**src/rtl/shift_add_multiplier_pkg.sv**
```systemverilog
// Shared constants and state encoding for the shift-and-add multiplier.
package shift_add_multiplier_pkg;

    localparam int OP_W   = 5;          // operand width, fixed by the adder
    localparam int N_ITER = 5;          // one iteration per operand bit
    localparam int CNT_W  = 3;
    localparam int PROD_W = 2 * OP_W;

    typedef enum logic [1:0] {
        S_IDLE = 2'd0,
        S_RUN  = 2'd1,
        S_DONE = 2'd2
    } state_t;

endpackage

```
**src/rtl/shift_add_multiplier_if.sv**
```systemverilog
// Operand/result bundle between the operand source and the multiplier.
interface shift_add_multiplier_if;
    import shift_add_multiplier_pkg::*;

    logic              start;
    logic [OP_W-1:0]   multiplicand;
    logic [OP_W-1:0]   multiplier;
    logic [PROD_W-1:0] product;
    logic              busy;
    logic              done;

    modport master (
        output start, multiplicand, multiplier,
        input  product, busy, done
    );

    modport slave (
        input  start, multiplicand, multiplier,
        output product, busy, done
    );

endinterface

```
**src/rtl/shift_add_multiplier_adder.sv**
```systemverilog
// 5-bit ripple-carry adder; carry-in tied low.
module shift_add_multiplier_adder
    import shift_add_multiplier_pkg::*;
(
    input  logic [OP_W-1:0] a,
    input  logic [OP_W-1:0] b,
    output logic [OP_W-1:0] s,
    output logic            cout
);

    logic [OP_W:0] c;

    assign c[0] = 1'b0;

    // Full-adder chain, one cell per bit
    for (genvar i = 0; i < OP_W; i++) begin : g_fa
        assign s[i]   = a[i] ^ b[i] ^ c[i];
        assign c[i+1] = (a[i] & b[i]) | (c[i] & (a[i] ^ b[i]));
    end

    assign cout = c[OP_W];

endmodule

```
**src/rtl/shift_add_multiplier.sv**
```systemverilog
// Sequential 5x5 unsigned shift-and-add multiplier: one adder pass per clock,
// 10-bit product registered after the fifth iteration.
module shift_add_multiplier
    import shift_add_multiplier_pkg::*;
#(
    parameter int WIDTH = 5
) (
    input  logic                   clk,
    input  logic                   reset_n,
    shift_add_multiplier_if.slave  bus
);

    // The adder is a fixed 5-bit block; any other width cannot be built.
    if (WIDTH != OP_W) begin : g_bad_width
        $error("shift_add_multiplier: WIDTH must be 5");
    end

    localparam logic [CNT_W-1:0] LAST_CNT = CNT_W'(N_ITER - 1);

    state_t            state;
    logic [CNT_W-1:0]  count;
    logic [OP_W-1:0]   acc;
    logic [OP_W-1:0]   m_reg;
    logic [OP_W-1:0]   q_reg;
    logic [PROD_W-1:0] product_r;

    logic [OP_W-1:0]   b_op;
    logic [OP_W-1:0]   sum;
    logic              cout;
    logic [OP_W-1:0]   acc_nxt;
    logic [OP_W-1:0]   q_nxt;

    // Addend is selected only from registered state, so the adder has no input path.
    assign b_op = q_reg[0] ? m_reg : '0;

    shift_add_multiplier_adder u_adder (
        .a    (acc),
        .b    (b_op),
        .s    (sum),
        .cout (cout)
    );

    // {cout, sum, q} shifted right by one; carry lands in acc MSB, sum LSB enters q MSB.
    assign acc_nxt = {cout, sum[OP_W-1:1]};
    assign q_nxt   = {sum[0], q_reg[OP_W-1:1]};

    // Control FSM plus datapath registers
    always_ff @(posedge clk or negedge reset_n) begin
        if (!reset_n) begin
            state     <= S_IDLE;
            count     <= '0;
            acc       <= '0;
            m_reg     <= '0;
            q_reg     <= '0;
            product_r <= '0;
        end else begin
            case (state)
                S_IDLE: begin
                    if (bus.start) begin
                        m_reg <= bus.multiplicand;
                        q_reg <= bus.multiplier;
                        acc   <= '0;
                        count <= '0;
                        state <= S_RUN;
                    end
                end
                S_RUN: begin
                    acc   <= acc_nxt;
                    q_reg <= q_nxt;
                    count <= count + 1'b1;
                    if (count == LAST_CNT) begin
                        product_r <= {acc_nxt, q_nxt};
                        state     <= S_DONE;
                    end
                end
                S_DONE:  state <= S_IDLE;
                default: state <= S_IDLE;
            endcase
        end
    end

    assign bus.product = product_r;
    assign bus.busy    = (state == S_RUN) || (state == S_DONE);
    assign bus.done    = (state == S_DONE);

endmodule
```
**src/flat_wrapper.sv**
```systemverilog
// flat-port wrapper written by rule: the top's interface ports become plain ports
module shift_add_multiplier_flat import shift_add_multiplier_pkg::*;
#(
    parameter int WIDTH = 5
)
  (clk, reset_n, bus_start, bus_multiplicand, bus_multiplier, bus_product, bus_busy, bus_done);
  shift_add_multiplier_if bus_i ();
  input  logic clk;
  input  logic reset_n;
  input wire logic [$bits(bus_i.start)-1:0] bus_start;
  input wire logic [$bits(bus_i.multiplicand)-1:0] bus_multiplicand;
  input wire logic [$bits(bus_i.multiplier)-1:0] bus_multiplier;
  output wire logic [$bits(bus_i.product)-1:0] bus_product;
  output wire logic [$bits(bus_i.busy)-1:0] bus_busy;
  output wire logic [$bits(bus_i.done)-1:0] bus_done;
  assign bus_i.start = bus_start;
  assign bus_i.multiplicand = bus_multiplicand;
  assign bus_i.multiplier = bus_multiplier;
  assign bus_product = bus_i.product;
  assign bus_busy = bus_i.busy;
  assign bus_done = bus_i.done;
  shift_add_multiplier #(.WIDTH(WIDTH)) u_core (.clk(clk), .reset_n(reset_n), .bus(bus_i));
endmodule
```
**config.mk**
```make
export PLATFORM = sky130hd
export DESIGN_NAME = shift_add_multiplier_flat
export DESIGN_NICKNAME = d
export VERILOG_FILES = /design/src/rtl/shift_add_multiplier_pkg.sv /design/src/rtl/shift_add_multiplier_if.sv /design/src/rtl/shift_add_multiplier_adder.sv /design/src/rtl/shift_add_multiplier.sv /design/src/flat_wrapper.sv
export SDC_FILE = /design/constraint.sdc
export NUM_CORES = 1
export LEC_CHECK = 0
export CAP_MARGIN = 15
export CORE_MARGIN = 5
export CORE_UTILIZATION = 54
export CTS_BUF_LIST = sky130_fd_sc_hd__clkbuf_4
export CTS_CLUSTER_DIAMETER = 50
export CTS_CLUSTER_SIZE = 8
export DETAILED_ROUTE_END_ITERATION = 8
export PLACE_DENSITY = 0.84
export SYNTH_ARGS = -nofsm -noshare
export SYNTH_HDL_FRONTEND = slang
export SYNTH_SLANG_ARGS = --single-unit
```
**constraint.sdc**
```tcl
create_clock -name clk -period 3.05 [get_ports clk]
set_input_delay 0.305 -clock clk [delete_from_list [all_inputs] [get_ports clk]]
set_output_delay 0.305 -clock clk [all_outputs]
set_load 0.1 [all_outputs]
```
==> flow_metrics.tcl <==
set metrics [dict create \
    final-instance-count-excl-fill 185 \
    netlist_instances 127 \
    clk_pin_slew_ns 0.09 \
    place_worst_setup_slack_ns 0.3231 \
    grt_pass1_vias 1039 \
    drive_gt1_frac 0.1548 \
    netlist_area_um2 1454 \
    portBuffers 24 \
    antenna_found_initial 0 \
    core_um2 2522 \
    crit_arrival_ns 2.92 \
    hold_buffers 0 \
    cts_buffer_depth 2 \
    post_cts_buffers 0 \
    worstPathMaxFanout 7 \
    synth_nets 150 \
    status "finished clean" \
    clock_sinks 30 \
    largest_reg_flops 10 \
    fin_ws_ns 0.3265 \
    cts_tree "done" \
    drt_wl_total_um 2952 \
    dp_cells 177 \
    hold_path_class "primary input to async pin" \
    die_h_um 61.89 \
    n_antenna_cell 0 \
    hold_viol 0 \
    cp-start-kind "flip-flop" \
    setup_viol 0 \
    viasPerCell 5.530 \
    gr-total-overflow 0 \
    route.detailed.wl_per_inst_um 15.96 \
    track_usage 0.1886 \
    min_period_over_period 0.8930 \
    cts_htree_levels 2 \
    area_growth_pct 20.22 \
    insertion_delay_ns 0.33 \
    slew_viol_final 0 \
    cp.required_ns 3.24 \
    path_class "flip-flop to flip-flop" \
    syn_avg_cell_area_um2 11.45 \
    rrSetupSlack_ns 0.33 \
    gp_congestion 0.7281 \
    ys_ff_latch 30 \
    initial_core_util 0.5764 \
    die_w_um 61.89 \
    dieArea_um2 3830 \
    r2r-end "u_core.bus.product[8]" \
    yosys_warnings 0 \
    seq_area_frac_synth 0.5164 \
    grt_max_degree 31 \
    ctsResizeCount 0 \
    tns_ns 0 \
    cts_buffers 5 \
    dpl.hpwl_um 2211 \
    root_buffer "clkbuf_4" \
    fin_nets 177 \
    num_vias 1023 \
    relSlewSlack 0.3520 \
    ant_nets 0 \
    drc_errors 0 \
    drv_cap 0 \
    worst_clock_skew_ns 0.004653 \
    num_io_pins 25 \
    holdWs_ns 0.3492 \
    rsz0062_at_grt "false" \
    placementRows 18 \
    r2r_cells 8 \
    finalCriticalPeriod_ns 2.724 \
    ys_types 24 \
    grt_pass1_wl_um 4926 \
    max_freq_mhz 367.2 \
    worst_pin_slew_ns 0.9690 \
    r2r-start "u_core.q_reg[0]" \
    first_pass_iters 4 \
    cp-end-kind "flip-flop" \
    first_iter_violations 35 \
]
worst max path at each step:
stage | start | end | slack [ns] | cells after the start
5_1_grt | u_core.q_reg[0] | u_core.bus.product[8] | 0.19 | 8
3_5_place_dp | u_core.q_reg[0] | u_core.bus.product[8] | 0.32 | 8
6_report | u_core.q_reg[0] | u_core.bus.product[8] | 0.33 | 8
4_1_cts | u_core.q_reg[0] | u_core.bus.product[8] | 0.32 | 8
2_1_floorplan | u_core.q_reg[0] | u_core.bus.product[8] | 0.53 | 8
3_3_place_gp | u_core.q_reg[0] | u_core.bus.product[8] | 0.46 | 8
synth_stat cells:
master	number	area, µm²
nand3_1	5	25.02
a21bo_2	1	10.01
and2_1	1	6.260
a221o_1	5	50.05
o21ai_0	13	65.06
inv_1	9	33.78
a21oi_1	6	30.03
dfrtp_1	30	750.7
nor3b_1	1	7.510
a22o_1	2	17.52
buf_1	1	3.750
clkbuf_1	1	3.750
and2_4	1	8.760
o21a_1	1	7.510
buf_4	1	7.510
fa_1	4	80.08
nand2_1	18	67.56
buf_6	2	22.52
mux2i_1	1	10.01
nand2b_4	1	13.76
nand2b_1	6	37.54
mux2_2	10	112.6
ha_1	6	75.07
and2b_1	1	7.510
cells by family after synthesis:
| family | synth area share |
|---|---|
| buffers and inverters | 0.04905 |
| AND/OR/NAND/NOR | 0.1196 |
| multiplexers | 0.08434 |
| flip-flops | 0.5164 |
| AO/OA/AOI/OAI | 0.1239 |
| adder cells (fa/ha/maj) | 0.1067 |
per-layer routing:
metal,global-route usage,routed length (µm),up-vias
met2,0.3169,1563,24
met1,0.2152,1160,505
met5,0,0,-
met4,0.1030,70,0
met3,0.05579,158,6
li1,-,-,488
per-stage QoR:
stage	area, µm²	util
6_report	1748	0.6930
5_1_grt	1748	0.6930
4_1_cts	1748	0.6930
3_5_place_dp	1694	0.6716
3_3_place_gp	1694	0.6716
2_1_floorplan	1454	-
cell type report:
class	count	area, µm²
Timing Repair Buffer	25	240.2
Multi-Input combinational cell	83	631.9
Fill cell	186	774.5
Clock buffer	6	45.04
Sequential cell	30	750.7
Clock inverter	2	8.758
Tap cell	30	37.54
Inverter	9	33.78
critical path, stage by stage (launching register included):
cell     delay (ns)
dfrtp_1        0.46
and2_1         0.16
ha_1           0.13
inv_1          0.05
fa_1           0.39
fa_1           0.40
fa_1           0.40
fa_1           0.50
o21ai_0        0.09
placed cells by master, fill, tap and decap left out:
cell / count
fa_1: 4
a21oi_1: 6
and2_4: 1
clkdlybuf4s50_1: 21
and2_1: 1
nand2b_1: 6
clkbuf_4: 6
inv_1: 9
clkinv_1: 1
and2b_1: 1
mux2_2: 10
a221o_1: 5
o21ai_0: 13
nand2b_4: 1
nand2_1: 18
clkinv_2: 1
nor3b_1: 1
mux2i_1: 1
a22o_1: 2
dfrtp_1: 30
o21a_1: 1
nand3_1: 5
buf_4: 4
ha_1: 6
a21bo_2: 1
Power is left out: the tool's default activity adds up to more than one toggle a clock period on the data nets, which glitch-free logic cannot reach.
